--- config.mk ---
export PLATFORM = sky130hd
export DESIGN_NAME = simple_writeback_rf
export DESIGN_NICKNAME = d
export VERILOG_FILES = /design/src/rtl/simple_pkg.sv /design/src/rtl/simple_regfile.sv /design/src/rtl/simple_writeback_rf.sv
export SDC_FILE = /design/constraint.sdc
export NUM_CORES = 1
export LEC_CHECK = 0
export ABC_AREA = 1
export BUFFER_PORTS_ARGS = -buffer_cell sky130_fd_sc_hd__buf_2
export CORE_MARGIN = 4
export CORE_UTILIZATION = 48
export CTS_BUF_LIST = sky130_fd_sc_hd__clkbuf_4 sky130_fd_sc_hd__clkbuf_8
export DETAILED_ROUTE_END_ITERATION = 6
export PLACE_DENSITY_LB_ADDON = 0.3
export SLEW_MARGIN = 10
export SYNTH_ARGS = -nofsm -noshare
export SYNTH_HDL_FRONTEND = slang
export SYNTH_SLANG_ARGS = --single-unit
--- constraint.sdc ---
create_clock -name clock -period 10.9 [get_ports clock]
set_clock_uncertainty 0.1 [all_clocks]
set_input_delay 2.725 -clock clock [delete_from_list [all_inputs] [get_ports clock]]
set_output_delay 2.725 -clock clock [all_outputs]
set_load 0.03 [all_outputs]
--- src/rtl/simple_pkg.sv ---
// rtl/simple_pkg.sv - shared widths and types for the SIMPLE pipeline stages
package simple_pkg;

  localparam int DATA_W = 16;
  localparam int ADDR_W = 3;
  localparam int CNT_W  = 16;

  typedef logic [ADDR_W-1:0] reg_addr_t;
  typedef logic [DATA_W-1:0] word_t;

endpackage

--- src/rtl/simple_regfile.sv ---
// rtl/simple_regfile.sv - 2**ADDR_W entry register file, one write port, two bypassed read ports (SIMPLE_RF_ZERO_REG_EN hardwires r0)
module simple_regfile
  import simple_pkg::*;
#(
  parameter int DATA_W = simple_pkg::DATA_W,
  parameter int ADDR_W = simple_pkg::ADDR_W
) (
  input  logic              clock,
  input  logic              reset,
  input  logic              we,
  input  logic [ADDR_W-1:0] waddr,
  input  logic [DATA_W-1:0] wdata,
  input  logic [ADDR_W-1:0] raddr_a,
  input  logic [ADDR_W-1:0] raddr_b,
  output logic [DATA_W-1:0] rdata_a,
  output logic [DATA_W-1:0] rdata_b
);

  localparam int DEPTH = 1 << ADDR_W;

`ifdef SIMPLE_RF_ZERO_REG_EN
  localparam bit ZERO_REG = 1'b1;
`else
  localparam bit ZERO_REG = 1'b0;
`endif

  logic [DATA_W-1:0] rf_q [DEPTH];
  logic [DATA_W-1:0] rf_d [DEPTH];
  logic              wr_en;

  // Writes to a hardwired r0 never reach the array
  always_comb begin
    wr_en = we && !(ZERO_REG && (waddr == '0));
  end

  // Next array state: copy, then overlay the single write
  always_comb begin
    rf_d = rf_q;
    if (wr_en) begin
      rf_d[waddr] = wdata;
    end
  end

  // Array storage, cleared by reset
  always_ff @(posedge clock or posedge reset) begin
    if (reset) begin
      for (int i = 0; i < DEPTH; i++) begin
        rf_q[i] <= '0;
      end
    end else begin
      rf_q <= rf_d;
    end
  end

  // Port A: array read, write-through bypass, then r0 override
  always_comb begin
    rdata_a = rf_q[raddr_a];
    if (we && (raddr_a == waddr)) begin
      rdata_a = wdata;
    end
    if (ZERO_REG && (raddr_a == '0)) begin
      rdata_a = '0;
    end
  end

  // Port B: same structure as port A
  always_comb begin
    rdata_b = rf_q[raddr_b];
    if (we && (raddr_b == waddr)) begin
      rdata_b = wdata;
    end
    if (ZERO_REG && (raddr_b == '0)) begin
      rdata_b = '0;
    end
  end

endmodule

--- src/rtl/simple_writeback_rf.sv ---
// rtl/simple_writeback_rf.sv - writeback stage: commit mux, register file, writeback record, retire counter (SIMPLE_RF_ZERO_REG_EN)
module simple_writeback_rf
  import simple_pkg::*;
#(
  parameter int DATA_W = simple_pkg::DATA_W,
  parameter int ADDR_W = simple_pkg::ADDR_W,
  parameter int CNT_W  = simple_pkg::CNT_W
) (
  input  logic              clock,
  input  logic              reset,
  input  logic              write_reg,
  input  logic [ADDR_W-1:0] reg_address,
  input  logic              mem_to_reg,
  input  logic [DATA_W-1:0] mem_data,
  input  logic [DATA_W-1:0] alu_data,
  input  logic [ADDR_W-1:0] rd_addr_a,
  input  logic [ADDR_W-1:0] rd_addr_b,
  output logic [DATA_W-1:0] rd_data_a,
  output logic [DATA_W-1:0] rd_data_b,
  output logic              wb_valid,
  output logic [ADDR_W-1:0] wb_addr,
  output logic [DATA_W-1:0] wb_data,
  output logic [CNT_W-1:0]  retire_count
);

  logic [DATA_W-1:0] commit_data;

  logic              wb_valid_d, wb_valid_q;
  logic [ADDR_W-1:0] wb_addr_d,  wb_addr_q;
  logic [DATA_W-1:0] wb_data_d,  wb_data_q;
  logic [CNT_W-1:0]  retire_d,   retire_q;

  // Select the value being committed this cycle
  always_comb begin
    commit_data = mem_to_reg ? mem_data : alu_data;
  end

  simple_regfile #(
    .DATA_W (DATA_W),
    .ADDR_W (ADDR_W)
  ) u_regfile (
    .clock   (clock),
    .reset   (reset),
    .we      (write_reg),
    .waddr   (reg_address),
    .wdata   (commit_data),
    .raddr_a (rd_addr_a),
    .raddr_b (rd_addr_b),
    .rdata_a (rd_data_a),
    .rdata_b (rd_data_b)
  );

  // Writeback record and retire count; record holds when nothing commits, count wraps freely
  always_comb begin
    wb_valid_d = write_reg;
    wb_addr_d  = wb_addr_q;
    wb_data_d  = wb_data_q;
    retire_d   = retire_q;
    if (write_reg) begin
      wb_addr_d = reg_address;
      wb_data_d = commit_data;
      retire_d  = retire_q + 1'b1;
    end
  end

  // Writeback record and counter registers
  always_ff @(posedge clock or posedge reset) begin
    if (reset) begin
      wb_valid_q <= 1'b0;
      wb_addr_q  <= '0;
      wb_data_q  <= '0;
      retire_q   <= '0;
    end else begin
      wb_valid_q <= wb_valid_d;
      wb_addr_q  <= wb_addr_d;
      wb_data_q  <= wb_data_d;
      retire_q   <= retire_d;
    end
  end

  assign wb_valid     = wb_valid_q;
  assign wb_addr      = wb_addr_q;
  assign wb_data      = wb_data_q;
  assign retire_count = retire_q;

endmodule

### Word level (Yosys, flattened, before mapping)

Cells that the tools add are included.

* add/sub/neg operators: 1
* $lt $le $gt $ge: 4
* equal/unequal tests: 2
* multiplexer cells: 12
* bitwise operators: 3
* reduce and logical (&&, ||, !) cells: 3

Operators with widths (count)
* $bwmux 128: 1
* $mux 16: 8
* $bmux 16 s3: 2
* $demux 16 s3: 1
* $add 16x1->16 const B: 1
* $ge 4x4->1 const B: 3
* $not 3->4: 3
* $eq 3x3->1: 2
* $lt 4x1->1 const B: 1
* $logic_and 1x1->1: 3

* flip-flop bits (word level): 164
* logic and storage cells: 37

### Depth between registers and ports, before layout

Gate-level depths: netlist of run 1.

* depth after elaboration: 6
* gate-level depth with buffers: 9
* depth with buffers taken out: 7

### Cells and area by module

A second synthesis of run 1 with hierarchy kept.

* cells, all modules: 1401
* area, all modules: 9663.0 um^2

By module, submodules not included
* simple_regfile: instances 1, cells each 1198, area an instance 7818.7 um^2
* simple_writeback_rf: instances 1, cells each 203, area an instance 1844.3 um^2

### Least setup slack after synthesis of run 1

OpenSTA, ideal clock, no wires.

* path type: input-to-output
* start: input port rd_addr_b[1]
* end: output port rd_data_b[10]
* data arrival time: 3.701 ns
* data required time: 8.075 ns
* setup slack: 4.374 ns
* stages: 9
* path buffers: 2
* cells stage by stage: buf_2 inv_2 nand2_1 nand2_1 nor2_4 nand2_4 buf_6 nand3_2 nand2_1

* longest elaborated chain between the ends: 5

Ends and longest elaborated chain
* from (decl): line simple_writeback_rf.sv:17 `input logic [ADDR_W-1:0] rd_addr_b,`
* $not 3->4 (not written as such): line simple_regfile.sv:68 `rdata_b = rf_q[raddr_b];`
* $bmux 16 s3: line simple_regfile.sv:68
* $mux 16 (not written as such) (2 in a row): line simple_regfile.sv:68
* $mux 16 *: line simple_regfile.sv:69 `if (we && (raddr_b == waddr)) begin`
* to (decl): line simple_writeback_rf.sv:19 `output logic [DATA_W-1:0] rd_data_b,`

Every way passes the cells marked *; elsewhere a longest branch is shown, timed or not. The select of a mux whose other input is x is not followed.

### Final worst setup path of run 1

* start: input port rd_addr_a[0]
* end: output port rd_data_a[2]

* longest elaborated chain between the ends: 5

Ends and longest elaborated chain
* from (decl): line simple_writeback_rf.sv:16 `input logic [ADDR_W-1:0] rd_addr_a,`
* $not 3->4 (not written as such): line simple_regfile.sv:57 `rdata_a = rf_q[raddr_a];`
* $bmux 16 s3: line simple_regfile.sv:57
* $mux 16 (not written as such) (2 in a row): line simple_regfile.sv:57
* $mux 16 *: line simple_regfile.sv:58 `if (we && (raddr_a == waddr)) begin`
* to (decl): line simple_writeback_rf.sv:18 `output logic [DATA_W-1:0] rd_data_a,`

Marks and branches as above.

==> impl_metrics.env, run 1 <==
export IMPL_status="finished, final reports clean"
export IMPL_worstHoldEndpoint="wb_addr[0]"
export IMPL_fmaxAchievable_mhz=118
export IMPL_gp_congestion=0.901
export IMPL_synth_cell_types=26
export IMPL_remaining_drc_errors=0
export IMPL_critPathMaxStageDelay_ns=0.57
export IMPL_die_h_um=150
export IMPL_vias_per_cell=5.46
export IMPL_regArea_um2=4100
export IMPL_clk_path_buf_depth=2
export IMPL_synth_seq_cells=164
export IMPL_numClockSinks=164
export IMPL_r2r_end="retire_count[12]"
export IMPL_timing_slew_headroom_pct=31.0
export IMPL_ys_seq_area_share_pct=42.6
export IMPL_p_seq_share_pct=43.4
export IMPL_setup_viol_count_final=0
export IMPL_cts_resized=0
export IMPL_p_leak_uw=0.00547
export IMPL_vias=9361
export IMPL_rrSetupSlack_ns=9.37
export IMPL_critical_path_slowest_cell="buf_4"
export IMPL_min_path_cells=1
export IMPL_htree_levels=4
export IMPL_ir_drop_v=0.000193
export IMPL_setup_slack_ns=2.43
export IMPL_finalSetupTns_ns=0
export IMPL_r2r_start="retire_count[0]"
export IMPL_numCtsBuffers=17
export IMPL_io_pins=113
export IMPL_p_per_area_nw_per_um2=169
export IMPL_p_sw_uw=701
export IMPL_dp_hpwl_um=19400
export IMPL_firstDrtPassIters=5
export IMPL_grt_pass1_vias=8659
export IMPL_rr_worst_depth=6
export IMPL_finalHoldViolCount=0
export IMPL_std_cell_rows=51
export IMPL_yosys_warnings=0
export IMPL_cts_hold_buf=0
export IMPL_critPathMaxFanout=66
export IMPL_fillers=1932
export IMPL_synthesis_nets=1423
export IMPL_antenna_found_initial=0
export IMPL_grt_pass1_wl_um=47900
export IMPL_tritoncts="built"
export IMPL_start_util_pct=49.2
export IMPL_top_usage_layer="met2"
export IMPL_crit_top_cell="nand2_1"
export IMPL_post_cts_setup_buffers=0
export IMPL_postSynthAreaPerCell_um2=7.00
export IMPL_period_share_pct=77.7
export IMPL_p_clk_share_pct=24.4
export IMPL_n_antenna_cell=0
export IMPL_wl_per_cell_um=17.5
export IMPL_grt_overflow=0
export IMPL_worstSetupPathType="input pin to primary output"
export IMPL_swShare_pct=38.9
export IMPL_grtUsageMet1_pct=38.2
export IMPL_nNetsFinal=1483
export IMPL_power_frac_comb_pct=32.1
export IMPL_syn_to_final_growth_pct=10.6
export IMPL_die_x_um=150
export IMPL_root_buffer="clkbuf_8"
export IMPL_worstSkewPairLatency_ns=0.46
export IMPL_synth_area_um2=9640
export IMPL_grt_max_degree=110
export IMPL_clk_pin_slew_ns=0.08
export IMPL_min_from="wb_addr[0]"
export IMPL_worstPathRequired_ns=8.08
export IMPL_dieArea_um2=22400
export IMPL_report_final_slew_viol_count=0
export IMPL_max_cap_viol_count=0
export IMPL_fin_crit_ns=8.47
export IMPL_hp_class="flip-flop to flip-flop"
export IMPL_drive_above_1_share_pct=15.6
export IMPL_worst_slew_pin_slew_ns=1.04
export IMPL_internal_power_uw=1100
export IMPL_initialDrtViolationCount=1145
export IMPL_grtUsageMet2_pct=41.1
export IMPL_detail_route_antenna_nets=0
export IMPL_grt_use_total_pct=27.5
export IMPL_synth_cells=1377
export IMPL_worstSetupEndpointType="primary output"
export IMPL_worstPathArrival_ns=5.64
export IMPL_rsz0062_at_grt="no"
export IMPL_met3_usage_pct=8.57
export IMPL_crit_path_cell_trace="buf_2 > buf_4 > inv_2 > buf_4 > nand2_1 > nand2_1 > nor2_4 > nand2_4 > nand3_1 > nand2_1 > buf_2"
export IMPL_place_ws_ns=2.58
export IMPL_drt_total_wl_um=30100
export IMPL_multiInputGateArea_um2=4450
export IMPL_core_um2=19600
export IMPL_portBuffers=112
export IMPL_setup_worst_path_start_class="input pin"
## through the flow
stage          utilization, %  area (um2)  instances  hold WS [ns]  power (uW)
2_1_floorplan               -        9640       1377         0.386        1200
3_3_place_gp             52.4       10300       1683         0.359        1350
3_5_place_dp             52.4       10300       1683         0.391        1370
4_1_cts                  54.4       10700       1715         0.410        1810
5_1_grt                  54.4       10700       1715         0.433        1920
6_report                 54.4       10700       1715         0.409        1800
## metal layers
metal | vias up | wire [um]
met5 | - | 0
met4 | 0 | 772
met3 | 67 | 3490
met2 | 498 | 13300
met1 | 4334 | 12500
li1 | 4462 | -
## power groups by stage
stage	Clock [uW]	Sequential, uW	Combinational, uW
5_1_grt	478	797	644
3_5_place_dp	0	793	574
2_1_floorplan	0	829	372
3_3_place_gp	0	790	562
4_1_cts	451	782	576
6_report	440	783	579
## final cells by class
cell class	count	share of cell area, %
multi-input combinational	955	41.7
sequential	164	38.5
clock inverter	12	1.14
tap	265	3.11
inverter	158	5.66
clock buffer	20	2.52
timing repair buffer	141	7.30
## cell usage after synthesis
master	n	area [um2]
buf_2	65	325
clkbuf_1	20	75.1
nand2_4	2	22.5
xnor2_1	1	8.76
inv_1	154	578
inv_4	2	12.5
nand3_2	9	90.1
buf_1	2	7.51
o21a_1	1	7.51
xor2_1	9	78.8
nor3_2	1	10.0
nand4_1	4	25.0
buf_6	3	33.8
dfrtp_1	164	4100
nand2_1	482	1810
buf_4	6	45.0
o21ai_0	141	706
nor2_1	23	86.3
ha_1	1	12.5
nor2_4	5	56.3
nand3b_1	1	7.51
a21oi_1	2	10.0
nand3_1	252	1260
clkbuf_2	4	20.0
mux2_2	21	236
inv_2	2	7.51
## placed cells by master (no fill, tap or decap), drive strengths merged, types with 4 or more instances in the layout
| cell | synthesis | routed |
|---|---|---|
| nand4 | 4 | 4 |
| o21ai | 141 | 141 |
| clkbuf | 24 | 20 |
| mux2 | 21 | 21 |
| nand3 | 261 | 261 |
| inv | 158 | 162 |
| dfrtp | 164 | 164 |
| clkinv | 0 | 6 |
| nor2 | 28 | 28 |
| nand2 | 484 | 484 |
| xor2 | 9 | 9 |
| buf | 76 | 141 |
## worst max path at each step
stage | start | slack (ns) | to | cells after the start
CTS | rd_addr_a[0] | 2.58 | rd_data_a[15] | 11
global route | rd_addr_a[0] | 2.37 | rd_data_a[2] | 11
floorplan | reset | 3.64 | retire_count[0] | 1
detailed placement | rd_addr_a[0] | 2.58 | rd_data_a[15] | 11
finish | rd_addr_a[0] | 2.43 | rd_data_a[2] | 11
global placement | rd_addr_a[0] | 2.68 | rd_data_a[15] | 11
## cell families (layout without fill, tap and decap cells)
logic type      count (synthesis)  in the layout  synth area share, %
flops                         164            164                 42.6
buf+inv                       258            331                 11.5
fa+ha+maj                       1              1                0.130
xor+xnor                       10             10                0.909
mux                            21             21                 2.45
simple gates                  779            779                 35.0
compound gates                144            144                 7.50
## critical path, delay by kind of cell
kind / cells / cell delay, ns
simple gates: 6 / 1.19
buf+inv: 5 / 1.62
## flip-flops by register name, summed over array words and instances, names as in the netlist
| name | cells |
|---|---|
| retire_count | 16 |
| u_regfile.rf_q | 128 |
| wb_valid | 1 |
| wb_data | 16 |
| wb_addr | 3 |
(Power assumes the default switching activity.)
==> inputs of run 2 (changes only) <==
ABC_AREA = 0   (was 1)
clock period = 8.6 ns   (was 10.9 ns; I/O delays follow)
==> run 2 against run 1 <==
Against the previous run:
- combinational power grew 15%
- largest power group unchanged
- worst hold slack lost 0.039 ns
- sequential share of layout area grew 4.5 points
- die area shrank 12%
- final cell count shrank 39%
- global-route usage shrank 5.5 points
- synthesized cell count shrank 47%
- clock power grew 41%
- utilization grew 0.94 points
- non-clock buffer count shrank 13
- via count shrank 35%
==> impl_metrics.env, run 2 <==
export IMPL_remaining_drc_errors=0
export IMPL_dpl_cell_area_um2=9070
export IMPL_grt_use_total_pct=22.0
export IMPL_ys_flop_type="dfrtp_1"
export IMPL_p_clk_share_pct=26.6
export IMPL_synthMostInstantiatedCell="dfrtp_1"
export IMPL_cts_resized=0
export IMPL_power_frac_comb_pct=28.5
export IMPL_stdcell_area_um2=9540
export IMPL_worst_slew_pin_slew_ns=1.15
export IMPL_root_buffer="clkbuf_8"
export IMPL_tritoncts="built"
export IMPL_fmaxAchievable_mhz=149
export IMPL_synth_cell_types=26
export IMPL_detail_route_antenna_nets=0
export IMPL_rrSetupSlack_ns=6.94
export IMPL_p_sw_uw=800
export IMPL_synth_cells=734
export IMPL_critPathMaxFanout=17
export IMPL_rsz0062_at_grt="no"
export IMPL_post_cts_setup_buffers=0
export IMPL_timing_slew_headroom_pct=21.3
export IMPL_wl_per_cell_um=19.9
export IMPL_io_pins=113
export IMPL_syn_to_final_growth_pct=13.5
export IMPL_layout_cells_most_common="dfrtp_1"
export IMPL_htree_levels=4
export IMPL_p_leak_uw=0.00443
export IMPL_swShare_pct=34.4
export IMPL_antenna_found_initial=0
export IMPL_largest_reg_flops=128
export IMPL_finalHoldViolCount=0
export IMPL_grt_pass1_wl_um=33500
export IMPL_ir_drop_v=0.000225
export IMPL_clk_path_buf_depth=2
export IMPL_drt_total_wl_um=20900
export IMPL_synth_edff_count=0
export IMPL_dieArea_um2=19700
export IMPL_report_final_slew_viol_count=0
export IMPL_period_share_pct=78.1
export IMPL_p_seq_share_pct=44.9
export IMPL_netlist_top_cells_count="dfrtp_1 (164), nor2_1 (86), a21oi_1 (80), mux2i_1 (80), nand2_1 (71)"
export IMPL_fin_crit_ns=6.72
export IMPL_core_um2=17200
export IMPL_status="finished, final reports clean"
export IMPL_yosys_warnings=0
export IMPL_grt_overflow=0
export IMPL_synthesis_nets=780
export IMPL_internal_power_uw=1530
export IMPL_drive_above_1_share_pct=28.6
export IMPL_worstSetupPathType="input pin to primary output"
export IMPL_worst_hold_slack_ns=0.370
export IMPL_max_cap_viol_count=0
export IMPL_multiInputGateArea_um2=4000
export IMPL_numCtsBuffers=17
export IMPL_std_cell_rows=48
export IMPL_clk_pin_slew_ns=0.09
export IMPL_worstSkewPairLatency_ns=0.46
export IMPL_die_x_um=140
export IMPL_dp_hpwl_um=13200
export IMPL_numClockSinks=164
export IMPL_finalSetupTns_ns=0
export IMPL_setup_worst_path_start_class="input pin"
export IMPL_worstPathArrival_ns=4.47
export IMPL_vias=6084
export IMPL_fillers=1478
export IMPL_firstDrtPassIters=5
export IMPL_postSynthAreaPerCell_um2=11.5
export IMPL_cts_hold_buf=0
export IMPL_initialDrtViolationCount=519
export IMPL_vias_per_cell=5.82
export IMPL_yosysTopAreaCellShare_pct=48.8
export IMPL_regArea_um2=4100
export IMPL_n_antenna_cell=0
export IMPL_final_cell_mix="dfrtp_1 (164), buf_2 (112), nor2_1 (86)"
export IMPL_nNetsFinal=854
export IMPL_start_util_pct=48.8
export IMPL_synthArstFlopShare_pct=100
export IMPL_yosysTopAreaCell="dfrtp_1"
export IMPL_setup_viol_count_final=0
export IMPL_synth_area_um2=8400
export IMPL_worstSetupEndpointType="primary output"
export IMPL_top_register="u_regfile.rf_q"
export IMPL_worstPathRequired_ns=6.35
export IMPL_grt_max_degree=91
export IMPL_gp_congestion=0.769
export IMPL_hp_class="flip-flop to flip-flop"
export IMPL_ys_seq_area_share_pct=48.8
export IMPL_portBuffers=112
export IMPL_synth_seq_cells=164
export IMPL_synth_area_leaders="dfrtp_1 (49%), mux4_2 (17%), mux2i_1 (9.5%)"
export IMPL_p_per_area_nw_per_um2=244
export IMPL_grt_pass1_vias=6193
export IMPL_die_h_um=140
run 2: cell count changes in the layout (fill, tap and decap cells not counted), moves of 9 or more:
cell / change
inv_1: -149
nand2_1: -411
buf_4: -14
mux2i_1: +80
a21oi_1: +78
nor2_1: +71
nand3_1: -248
o21ai_0: -75
mux2_2: -18
nand3_2: -9
mux4_2: +64
xnor2_1: +13
run 2: area by class of cell:
cell class              instances  share of cell area (%)
multi-input cells             494                    41.9
clock buffers                  17                    2.45
well taps                     225                    2.95
clock inverters                15                    2.14
flip-flops and latches        164                    43.0
inverters                       3                   0.171
repair buffers                128                    7.35
run 2: cells by family after synthesis:
| kind of cell | Yosys count | share of synthesized area (%) |
|---|---|---|
| AND/OR/NAND/NOR | 180 | 9.20 |
| multiplexers | 147 | 27.1 |
| adder cells (fa/ha/maj) | 1 | 0.149 |
| XOR/XNOR | 21 | 2.19 |
| flip-flops | 164 | 48.8 |
| buffers and inverters | 76 | 3.92 |
| AO/OA/AOI/OAI | 145 | 8.63 |
run 2: critical path, cell delays in order:
cell,delay (ns)
buf_2,0.53
xnor2_1,0.20
nand4_2,0.85
mux2i_1,0.47
buf_2,0.25
run 2: metal layers:
metal / vias to the layer above / global-route usage [%] / routed length, um / share of wire [%]
li1: 2772 / - / - / -
met2: 218 / 37.2 / 10600 / 51
met5: - / 0 / 0 / 0
met4: 0 / 6.58 / 423 / 2.0
met1: 3066 / 28.2 / 8500 / 41
met3: 28 / 5.36 / 1320 / 6.3
run 2: power by group through the flow:
| stage | Clock [uW] | Sequential [uW] | Combinational (uW) |
|---|---|---|---|
| after floorplan | 0 | 1070 | 462 |
| after global placement | 0 | 1030 | 648 |
| after detailed placement | 0 | 1050 | 669 |
| after CTS | 631 | 1040 | 670 |
| after global routing | 668 | 1060 | 727 |
| final | 619 | 1040 | 664 |
run 2: final timing paths:
check                      depth (start not counted)             start            endpoint
min                                                1  retire_count[15]    retire_count[15]
min in group asynchronous                          2             reset         wb_data[13]
max in group asynchronous                          4             reset  u_regfile.rf_q[12]
max                                                5      rd_addr_b[2]       rd_data_b[14]
min reg2reg                                        1  retire_count[15]    retire_count[15]
max reg2reg                                        4   retire_count[2]    retire_count[15]
run 2: stage by stage:
stage | utilization (%) | power [uW] | instances | setup slack, ns
finish | 55.3 | 2330 | 1046 | 1.88
global route | 55.3 | 2460 | 1046 | 1.80
CTS | 55.2 | 2340 | 1045 | 1.93
detailed placement | 52.6 | 1720 | 1013 | 1.91
global placement | 52.6 | 1680 | 1013 | 2.03
floorplan | - | 1530 | 734 | 1.92
==> inputs of run 3 (changes only) <==
clock period = 5.6 ns   (was 8.6 ns; I/O delays follow)
==> run 3 against run 2 <==
Against the previous run:
- clock-buffer cell count unchanged
- sequential power increased by 54%
- critical path depth decreased by 1
- critical path type unchanged
- wire length increased by 1.8%
- clock power increased by 33%
- non-clock buffer count increased by 15
- setup slack got worse by 0.79 ns
- first-iteration DRC count decreased by 16%
- die area unchanged
- sequential share of layout area decreased by 0.22 points
- power increased by 48%
- design area increased by 0.52%
==> impl_metrics.env, run 3 (synthesis results as in run 2) <==
export IMPL_status="finished, final reports clean"
export IMPL_dpl_cell_area_um2=9220
export IMPL_r2r_start="retire_count[2]"
export IMPL_critPathMaxStageDelay_ns=0.76
export IMPL_stdcell_area_um2=9590
export IMPL_vias=6130
export IMPL_post_cts_setup_buffers=0
export IMPL_core_um2=17200
export IMPL_setup_worst_path_start_class="input pin"
export IMPL_wl_per_cell_um=20.0
export IMPL_start_util_pct=48.8
export IMPL_critical_path_slowest_cell="mux2i_1"
export IMPL_grt_overflow=0
export IMPL_rrSetupSlack_ns=3.93
export IMPL_dieArea_um2=19700
export IMPL_regArea_um2=4100
export IMPL_antenna_found_initial=0
export IMPL_p_seq_share_pct=46.3
export IMPL_grt_pass1_vias=6228
export IMPL_dp_hpwl_um=13300
export IMPL_remaining_drc_errors=0
export IMPL_finalHoldViolCount=0
export IMPL_firstDrtPassIters=5
export IMPL_tritoncts="built"
export IMPL_final_cell_mix="dfrtp_1 (164), buf_2 (112), nor2_1 (86)"
export IMPL_ir_drop_v=0.000257
export IMPL_rr_worst_depth=4
export IMPL_gp_congestion=0.788
export IMPL_crit_path_cell_trace="buf_2 > mux2i_1 > mux2i_1 > buf_2"
export IMPL_critPathMaxFanout=13
export IMPL_min_from="retire_count[15]"
export IMPL_worstPathRequired_ns=4.10
export IMPL_place_ws_ns=1.06
export IMPL_rsz0062_at_grt="no"
export IMPL_detail_route_antenna_nets=0
export IMPL_drive_above_1_share_pct=29.9
export IMPL_worstSetupEndpointType="primary output"
export IMPL_max_cap_viol_count=0
export IMPL_root_buffer="clkbuf_8"
export IMPL_die_h_um=140
export IMPL_setup_viol_count_final=0
export IMPL_hp_class="flip-flop to flip-flop"
export IMPL_period_share_pct=80.6
export IMPL_numCtsBuffers=17
export IMPL_worstHoldEndpoint="retire_count[15]"
export IMPL_worstSetupPathType="input pin to primary output"
export IMPL_critPathBufInv=2
export IMPL_n_antenna_cell=0
export IMPL_io_pins=113
export IMPL_numClockSinks=164
export IMPL_drt_total_wl_um=21200
export IMPL_power_frac_comb_pct=29.8
export IMPL_initialDrtViolationCount=434
export IMPL_multiInputGateArea_um2=4000
export IMPL_report_final_slew_viol_count=0
export IMPL_p_sw_uw=1260
export IMPL_internal_power_uw=2190
export IMPL_die_x_um=140
export IMPL_htree_levels=4
export IMPL_min_path_cells=1
export IMPL_worstSkewPairLatency_ns=0.47
export IMPL_layout_cells_most_common="dfrtp_1"
export IMPL_fillers=1508
export IMPL_worst_hold_slack_ns=0.371
export IMPL_p_leak_uw=0.00446
export IMPL_fmaxAchievable_mhz=222
export IMPL_timing_slew_headroom_pct=33.7
export IMPL_swShare_pct=36.5
export IMPL_fin_crit_ns=4.51
export IMPL_cts_hold_buf=0
export IMPL_p_clk_share_pct=23.9
export IMPL_clk_pin_slew_ns=0.10
export IMPL_crit_family="multiplexers"
export IMPL_setup_slack_ns=1.09
export IMPL_r2r_end="retire_count[15]"
export IMPL_finalSetupTns_ns=0
export IMPL_vias_per_cell=5.78
export IMPL_worst_slew_pin_slew_ns=0.994
export IMPL_syn_to_final_growth_pct=14.1
export IMPL_cp_startpoint="mem_to_reg"
export IMPL_top_register="u_regfile.rf_q"
export IMPL_clk_path_buf_depth=2
export IMPL_nNetsFinal=869
export IMPL_worstPathArrival_ns=3.01
export IMPL_grt_pass1_wl_um=33900
export IMPL_p_per_area_nw_per_um2=360
export IMPL_grt_max_degree=165
export IMPL_largest_reg_flops=128
export IMPL_cts_resized=0
export IMPL_grt_use_total_pct=22.2
export IMPL_std_cell_rows=48
export IMPL_portBuffers=112
[run 3: final cells by class]
class	count	area share [%]
Sequential cell	164	42.8
Timing Repair Buffer	143	8.54
Clock inverter	15	1.44
Tap cell	225	2.94
Inverter	3	0.157
Multi-Input combinational cell	494	41.7
Clock buffer	17	2.44
[run 3: power by group through the flow]
stage	clock (uW)	sequential, uW	combinational [uW]
2_1_floorplan	0	1640	709
5_1_grt	888	1630	1120
4_1_cts	838	1590	1040
3_3_place_gp	0	1590	1010
6_report	822	1600	1030
3_5_place_dp	0	1610	1040
[run 3: worst max-delay path by stage]
stage	slack, ns	depth (start not counted)	to
floorplan	1.28	5	rd_data_a[10]
global placement	1.09	4	rd_data_b[10]
detailed placement	1.06	4	rd_data_b[13]
CTS	1.05	4	rd_data_b[10]
global route	0.91	4	rd_data_a[7]
finish	1.09	4	rd_data_b[7]
[run 3: through the flow]
| step | power [uW] | cells | utilization [%] |
|---|---|---|---|
| floorplan | 2350 | 734 | - |
| global placement | 2600 | 1029 | 53.5 |
| detailed placement | 2650 | 1029 | 53.5 |
| CTS | 3470 | 1061 | 55.6 |
| global route | 3640 | 1061 | 55.6 |
| finish | 3450 | 1061 | 55.6 |
[run 3: layer usage]
metal / up-vias / share of wire (%) / track usage (%)
li1: 2803 / - / -
met1: 3086 / 41 / 29.7
met2: 217 / 51 / 37.2
met3: 24 / 6.0 / 4.20
met4: 0 / 1.6 / 6.48
met5: - / 0 / 0
[run 3: worst register-to-register path: cells and delay by family (launching register included)]
kind	cells	cell delay, ns
xor+xnor	1	0.17
flops	1	0.44
simple gates	3	0.89
